--- src/rtl/secuenciador_motores.sv ---
// secuenciador_motores: runs the R, G and B dispensing motors one after another, each for a
// latched number of ticks. It then pulses done for one cycle. It has its own tick prescaler.
// Optional feature: define SECUENCIADOR_PAUSE_EN to insert a PAUSE_TICKS motor-off gap
// after the R and G runs. PAUSE_TICKS should be at least 1 when that feature is enabled.
module secuenciador_motores #(
   parameter int unsigned TICK_DIV    = 20000000,
   parameter int unsigned CNT_W       = 5,
   parameter int unsigned PAUSE_TICKS = 2
) (
   input  logic             clk,
   input  logic             reset,
   input  logic             start,
   input  logic             abort,
   input  logic [CNT_W-1:0] ciclos_R,
   input  logic [CNT_W-1:0] ciclos_G,
   input  logic [CNT_W-1:0] ciclos_B,
   output logic [2:0]       Motores,
   output logic             busy,
   output logic             done,
   output logic [1:0]       canal
);

   localparam int unsigned PresW = (TICK_DIV > 1) ? $clog2(TICK_DIV) : 1;
   localparam logic [PresW-1:0] PresLast = PresW'(TICK_DIV - 1);

   typedef enum logic [2:0] {
      StIdle,
      StSel,
      StRun,
`ifdef SECUENCIADOR_PAUSE_EN
      StPause,
`endif
      StFin
   } state_t;

   state_t           state;
   logic [CNT_W-1:0] lat_r, lat_g, lat_b;
   logic [CNT_W-1:0] tick_cnt;
   logic [CNT_W-1:0] cur_cnt;
   logic [1:0]       idx;
   logic [PresW-1:0] presc;
   logic             presc_wrap;
   logic             tick_last;

`ifdef SECUENCIADOR_PAUSE_EN
   localparam int unsigned PauseW = (PAUSE_TICKS > 1) ? $clog2(PAUSE_TICKS) : 1;
   localparam logic [PauseW-1:0] PauseLast = PauseW'(PAUSE_TICKS - 1);
   logic [PauseW-1:0] pause_cnt;
`else
   logic unused_pause;
   assign unused_pause = ^PAUSE_TICKS;
`endif

   // Select the latched dose of the channel under evaluation.
   always_comb begin
      cur_cnt = lat_b;
      case (idx)
         2'd0:    cur_cnt = lat_r;
         2'd1:    cur_cnt = lat_g;
         default: cur_cnt = lat_b;
      endcase
   end

   assign presc_wrap = (presc == PresLast);
   // Only meaningful in RUN, where cur_cnt is known to be non-zero.
   assign tick_last  = (tick_cnt == cur_cnt - CNT_W'(1));

   // Sequencer FSM with registered outputs.
   always_ff @(posedge clk) begin
      if (!reset) begin
         state    <= StIdle;
         lat_r    <= '0;
         lat_g    <= '0;
         lat_b    <= '0;
         tick_cnt <= '0;
         idx      <= 2'd0;
         presc    <= '0;
         Motores  <= 3'b000;
         busy     <= 1'b0;
         done     <= 1'b0;
         canal    <= 2'd3;
`ifdef SECUENCIADOR_PAUSE_EN
         pause_cnt <= '0;
`endif
      end else begin
         done <= 1'b0;
         if (abort && (state != StIdle)) begin
            // Abort drops everything without a done pulse.
            state    <= StIdle;
            Motores  <= 3'b000;
            busy     <= 1'b0;
            canal    <= 2'd3;
            presc    <= '0;
            tick_cnt <= '0;
         end else begin
            case (state)
               StIdle: begin
                  if (start && !abort) begin
                     lat_r <= ciclos_R;
                     lat_g <= ciclos_G;
                     lat_b <= ciclos_B;
                     idx   <= 2'd0;
                     canal <= 2'd0;
                     busy  <= 1'b1;
                     state <= StSel;
                  end
               end
               StSel: begin
                  if (cur_cnt == '0) begin
                     if (idx == 2'd2) begin
                        state <= StFin;
                        done  <= 1'b1;
                        canal <= 2'd3;
                     end else begin
                        idx   <= idx + 2'd1;
                        canal <= idx + 2'd1;
                     end
                  end else begin
                     presc    <= '0;
                     tick_cnt <= '0;
                     Motores  <= 3'b001 << idx;
                     state    <= StRun;
                  end
               end
               StRun: begin
                  if (presc_wrap) begin
                     presc <= '0;
                     if (tick_last) begin
                        Motores  <= 3'b000;
                        tick_cnt <= '0;
                        if (idx == 2'd2) begin
                           state <= StFin;
                           done  <= 1'b1;
                           canal <= 2'd3;
                        end else begin
`ifdef SECUENCIADOR_PAUSE_EN
                           pause_cnt <= '0;
                           state     <= StPause;
`else
                           idx   <= idx + 2'd1;
                           canal <= idx + 2'd1;
                           state <= StSel;
`endif
                        end
                     end else begin
                        tick_cnt <= tick_cnt + CNT_W'(1);
                     end
                  end else begin
                     presc <= presc + PresW'(1);
                  end
               end
`ifdef SECUENCIADOR_PAUSE_EN
               StPause: begin
                  if (presc_wrap) begin
                     presc <= '0;
                     if (pause_cnt == PauseLast) begin
                        idx   <= idx + 2'd1;
                        canal <= idx + 2'd1;
                        state <= StSel;
                     end else begin
                        pause_cnt <= pause_cnt + PauseW'(1);
                     end
                  end else begin
                     presc <= presc + PresW'(1);
                  end
               end
`endif
               StFin: begin
                  busy  <= 1'b0;
                  state <= StIdle;
               end
               default: state <= StIdle;
            endcase
         end
      end
   end

endmodule

--- config.mk ---
export PLATFORM = sky130hd
export DESIGN_NAME = secuenciador_motores
export DESIGN_NICKNAME = d
export VERILOG_FILES = /design/src/rtl/secuenciador_motores.sv
export SDC_FILE = /design/constraint.sdc
export NUM_CORES = 1
export LEC_CHECK = 0
export BUFFER_PORTS_ARGS = -buffer_cell sky130_fd_sc_hd__buf_2
export CAP_MARGIN = 20
export CORE_MARGIN = 2
export CORE_UTILIZATION = 40
export CTS_BUF_LIST = sky130_fd_sc_hd__clkbuf_16
export CTS_CLUSTER_DIAMETER = 150
export CTS_CLUSTER_SIZE = 10
export DETAILED_ROUTE_END_ITERATION = 10
export GPL_ROUTABILITY_DRIVEN = 0
export PLACE_DENSITY = 0.67
export SLEW_MARGIN = 5
export SYNTH_ARGS = -nofsm -noshare
export SYNTH_HDL_FRONTEND = slang
export SYNTH_SLANG_ARGS = --single-unit
--- constraint.sdc ---
create_clock -name clk -period 4.3 [get_ports clk]
set_input_delay 0.43 -clock clk [delete_from_list [all_inputs] [get_ports clk]]
set_output_delay 0.43 -clock clk [all_outputs]
set_load 0.01 [all_outputs]
* Word-level counts from Yosys, hierarchy flattened
Index checks and enable logic that the tools add are counted.
** Operators by class
- Bitwise operators :: 2
- Muxes and demuxes :: 37
- Equal/unequal tests :: 13
- $add $sub $neg :: 4
- Reduce and logical (&&, ||, !) cells :: 19
- Shift operators :: 1
** Operators by type and width (count)
- two-way mux 25 bit :: 2
- one-hot mux 25 bit (2 select lines) :: 1
- adder 25 x 1 -> 25 bit (second input constant) :: 1
- equality test 25 bit (second input constant) :: 1
- two-way mux 3 bit :: 8
- two-way mux 2 bit :: 10
- one-hot mux 5 bit (2 select lines) :: 2
- two-way mux 5 bit :: 3
- one-hot mux 2 bit (3 select lines) :: 2
- != test 2 bit (second input constant) :: 5
- one-hot mux 3 bit (3 select lines) :: 1
- AND reduction 4 bit :: 2
- equality test 3 x 2 -> 1 bit (second input constant) :: 2
- one-hot mux 3 bit (2 select lines) :: 1
- AND reduction 3 bit :: 2
- AND reduction 6 bit :: 1
- nonzero test 3 bit :: 2
- adder 5 x 1 -> 5 bit (second input constant) :: 1
- equality test 5 bit :: 1
- logical NOT 5 bit :: 1
- two-way mux 1 bit :: 5
- AND reduction 5 bit :: 1
- subtractor 5 x 1 -> 5 bit (second input constant) :: 1
- one-hot mux 1 bit (2 select lines) :: 2
- 14 further kinds :: 18
** Word-level totals
- Flip-flop bits (word level) :: 57
- Word-level logic and storage cells :: 87
- Input bits :: 19
- Output and inout port bits :: 7

* Longest topological paths before layout
- Depth in word-level cells :: 7
- Depth in mapped cells :: 13
- Depth with buffers taken out :: 11

* Worst setup path before layout
No wires, ideal clock.
- Kind :: register to register
- Start point :: reg idx[0]
- End point :: reg state[0]
- Stages on the path, launching flop included :: 13
- Path buffers :: 1
- Setup time :: 0.119 ns
- Period minus slack after synthesis :: 3.016 ns
- Arrival :: 2.897 ns
- Required time :: 4.181 ns
- Setup slack :: 1.284 ns
- Cells stage by stage :: dfxtp_1 inv_1 ha_1 buf_2 a22o_1 a21oi_1 ha_1 o2111a_2 xnor3_1 nor4_4 a31oi_4 or3_4 mux2i_1
** Between the ends
- Word-level cells in the longest chain between the ends :: 6
- Elaborated cells on any way between the ends :: 12
- Classes of those cells :: add/sub (1); eq/ne (5); mux (3); reduce/logical (3)
** RTL lines
- start: declaration :: RTL line 40 : logic [1:0] idx;
- start signal: assignment :: RTL line 115 : idx <= idx + 2'd1;
- start signal: assignment :: RTL line 140 : idx <= idx + 2'd1;
- equality test 2 x 1 -> 1 bit / logical NOT 2 bit (equally long branches) :: RTL line 57 : case (idx)
- one-hot mux 5 bit (2 select lines) :: RTL line 57
- subtractor 5 x 1 -> 5 bit :: RTL line 66 : assign tick_last = (tick_cnt == cur_cnt - CNT_W'(1));
- equality test 5 bit :: RTL line 66
- != test 2 bit (no source line)
- AND reduction 4 bit (no source line)
- end signal: assignment :: RTL line 71 : state <= StIdle;
- end signal: assignment :: RTL line 89 : state <= StIdle;
- end signal: assignment :: RTL line 105 : state <= StSel;
- end: declaration :: RTL line 36 : state_t state;
Several ways; a longest one is shown, not always the timed one.
A chain may end at the register's enable or synchronous reset.

* Final worst setup path
- Start point :: reg idx[0]
- End point :: reg presc[23]
** Between the ends
- Word-level cells in the longest chain between the ends :: 5
- Elaborated cells on any way between the ends :: 6
- Classes of those cells :: eq/ne (2); mux (1); reduce/logical (3)
** RTL lines
- equality test 2 x 1 -> 1 bit / logical NOT 2 bit (equally long branches) :: RTL line 57
- one-hot mux 5 bit (2 select lines) * :: RTL line 57
- logical NOT 5 bit * :: RTL line 109 : if (cur_cnt == '0) begin
- != test 2 bit (no source line) *
- AND reduction 2 bit (no source line) *
- end signal: assignment :: RTL line 149 : presc <= presc + PresW'(1);
- end: declaration :: RTL line 41 : logic [PresW-1:0] presc;
Mark *: on every way between the ends. The rest lies on a longest branch, timed or not.

==> impl_metrics.py <==
metrics = {
    "outcome": {
        "status": "complete, no violations",
    },
    "power_and_ir_drop": {
        "powerDensity_nw_per_um2": 474,
        "p_sw_uw": 549,
        "p_clk_frac": 0.255,
        "pwr-share-seq": 0.394,
        "ir_drop_v": 0.000268,
        "power_leakage_uw": 0.00117,
        "swShare": 0.363,
        "intPower_uw": 963,
        "combPwrFrac": 0.351,
    },
    "place": {
        "dp_slack_ps": 987,
        "postPlaceCellArea_um2": 3060,
        "io_buffers": 25,
        "dpl.hpwl_mm": 4.15,
    },
    "detailed_routing": {
        "wl_met3_um": 184,
        "top_layer_used": "met4",
        "wl_met1_mm": 2.65,
        "vias_per_cell": 5.08,
        "ant_nets": 0,
        "wl_per_cell_um": 12.2,
        "first_pass_iters": 4,
        "first_iter_violations": 75,
        "wl_mm": 5.57,
        "routed-wl-met2_mm": 2.63,
        "via_count": 2323,
        "drcViolationCount": 0,
    },
    "yosys": {
        "synth_compound_area_frac": 0.156,
        "ys_seq_area_frac": 0.392,
        "synthAdderAreaFrac": 0.0437,
        "synth_ff_type": "dfxtp_1",
        "synth-edff-count": 0,
        "synth.distinct_cells": 47,
        "synth_xor_area_frac": 0.0935,
        "yosysTopAreaCell": "dfxtp_1",
        "postSynthAreaPerCell_um2": 8.44,
        "synth.area.mux_share": 0.0175,
        "netlist.area_leader.share": 0.392,
        "async_flop_share": 0,
        "synth-simple-area-share": 0.261,
        "ys_warn_count": 0,
        "yosys-top-cells-area": "dfxtp_1, nand2_1, xor2_1",
        "synth_top_family_by_area": "simple AND/OR/NAND/NOR gates",
        "syn-cell-area_um2": 2860,
        "ys_ff_latch": 56,
        "synth_fp_nets": 368,
        "synthCells": 339,
    },
    "global_route": {
        "grt_max_degree": 26,
        "grt_antenna_before_repair": 0,
        "grt_pass1_vias": 2176,
        "grt_pass1_wl_mm": 9.82,
        "grt.overflow.total": 0,
        "grtUsageTotal": 0.157,
    },
    "sta": {
        "setup_viol": 0,
        "finalMaxSlewViolations": 0,
        "layout_setup_ws_ps": 978,
        "tightestPinTransition_ps": 821,
        "maxSlewHeadroom": 0.451,
        "rsz0062_at_grt": "false",
        "min_period_ps": 3320,
        "fin_crit_sh": 0.773,
        "max_freq_ghz": 0.301,
        "finalHoldViolCount": 0,
        "skew_ps": 3.22,
        "tns_ps": 0,
    },
    "layout": {
        "finish.instance_area_um2": 3190,
        "nFillCells": 718,
        "antenna_cells": 0,
        "nets": 389,
        "drive_gt1_frac": 0.127,
        "layout_common_cells": "nand2_1, dfxtp_1, nor2_1, buf_2, nand3_1",
        "area_delta_synth_final_pct": 11.5,
        "layout_commonest_cell": "nand2_1",
    },
    "worst_setup_path": {
        "r2r-start": "idx[0]",
        "worstPathCellList": "inv_1 -> ha_1 -> a22o_1 -> a21oi_1 -> ha_1 -> o2111a_2 -> a31o_2 -> a21o_1 -> nand2_1 -> a21oi_1",
        "slowest_stage": "nand2_1",
        "arrival_ps": 3530,
        "endpoint_kind": "register",
        "regToRegEndpoint": "presc[23]",
        "crit_required_ps": 4500,
        "slowest_delay_ps": 560,
        "cp-start-kind": "register",
        "reg2reg_depth": 10,
        "crit_fanout": 25,
        "r2r_slack_ps": 980,
        "path_class": "reg2reg",
    },
    "clocking": {
        "cts_sinks": 56,
        "ctsLongestPathBuffers": 2,
        "cts_tree": "built",
        "htreeDepth": 2,
        "cts_resized": 0,
        "cts_setup_buffers": 0,
        "hold_buffers": 0,
        "cts-root-buf": "clkbuf_16",
        "clk_latency_ps": 290,
        "cts_buffers": 5,
        "clk_pin_slew_ps": 70,
    },
    "die": {
        "core_area_um2": 6870,
        "placementRows": 30,
        "start_util": 0.417,
        "io_pins": 26,
        "die_h_um": 88.6,
        "die_area_um2": 7850,
        "die_w_um": 88.6,
    },
    "hold_path": {
        "holdPathStages": 3,
        "min_delay_worst_endpoint": "lat_r[2]",
        "holdCritStartpoint": "ciclos_R[2]",
        "min_path_type": "in2reg",
    },
    "flow_run": {
        "max_cap_violations": 0,
    },
}
-- per-stage QoR --
| stage | cells | hold slack (ps) | total power [uW] | utilization |
|---|---|---|---|---|
| final | 457 | 381 | 1510 | 0.465 |
| after global routing | 457 | 389 | 1610 | 0.465 |
| after CTS | 457 | 381 | 1530 | 0.465 |
| after detailed placement | 449 | 466 | 1140 | 0.445 |
| after global placement | 449 | 460 | 1130 | 0.445 |
| after floorplan | 339 | 443 | 1050 | - |
-- state kept, by name (all words and copies together), names as in the netlist --
name and flops:
Motores 3, busy 1, canal 2, done 1, idx 2, lat_b 5, lat_g 5, lat_r 5
presc 25, state 2, tick_cnt 5
-- worst max-delay path by stage --
stage,start,slack (ps),cells after the start,end
finish,idx[0],980,10,presc[23]
global route,idx[0],650,10,presc[1]
CTS,idx[0],970,10,presc[23]
detailed placement,idx[0],990,10,presc[1]
global placement,idx[0],1100,10,presc[17]
floorplan,idx[0],1280,12,state[0]
-- synth_stat cells (2+ instances only) --
cell type and number:
nand3_1 22, or3_1 2, buf_2 3, nor2_1 35
a22o_1 5, o21ai_0 11, ha_1 10, nor3_1 4
dfxtp_1 56, nor3b_2 3, xor2_1 20, a21boi_0 16
inv_1 10, a31oi_1 3, clkbuf_1 7, nand2_1 57
xnor2_1 8, nor2b_1 2, mux2i_1 5, a21oi_1 20
nor4_4 2, and3_1 6, nand4_1 8
-- critical path: cells and delay by family (launching register included) --
family | cells | cell delay, ps
and+or+nand+nor | 1 | 560
DFF | 1 | 360
buffers and inverters | 1 | 90
adders and majority gates | 2 | 550
AOI/OAI and AO/OA | 6 | 1670
-- cell families (layout without fill, tap and decap cells) --
family | after synthesis | after routing
DFF | 56 | 56
muxes | 5 | 5
adders and majority gates | 10 | 10
xor gates and xnor gates | 29 | 29
AOI/OAI and AO/OA | 66 | 66
and+or+nand+nor | 150 | 150
buffers and inverters | 23 | 45
-- power groups by stage --
stage | registers [uW] | logic [uW] | clock network [uW]
final | 596 | 531 | 385
after global routing | 601 | 595 | 414
after CTS | 596 | 535 | 397
after detailed placement | 607 | 531 | 0
after global placement | 605 | 522 | 0
after floorplan | 602 | 444 | 0
-- routing by layer --
metal | track usage | up-vias
li1 | - | 1203
met1 | 0.196 | 1078
met2 | 0.267 | 32
met3 | 0.0336 | 10
met4 | 0.0551 | 0
met5 | 0 | -
-- layout make-up --
cell class	count	area (um2)	share of cell area
inverters	11	42.5	0.0133
multi-input cells	260	1640	0.514
repair buffers	26	133	0.0416
flip-flops and latches	56	1120	0.351
well taps	96	120	0.0376
clock inverters	3	11.3	0.00353
clock buffers	5	125	0.0392
Power figures use the tool's default switching activity.
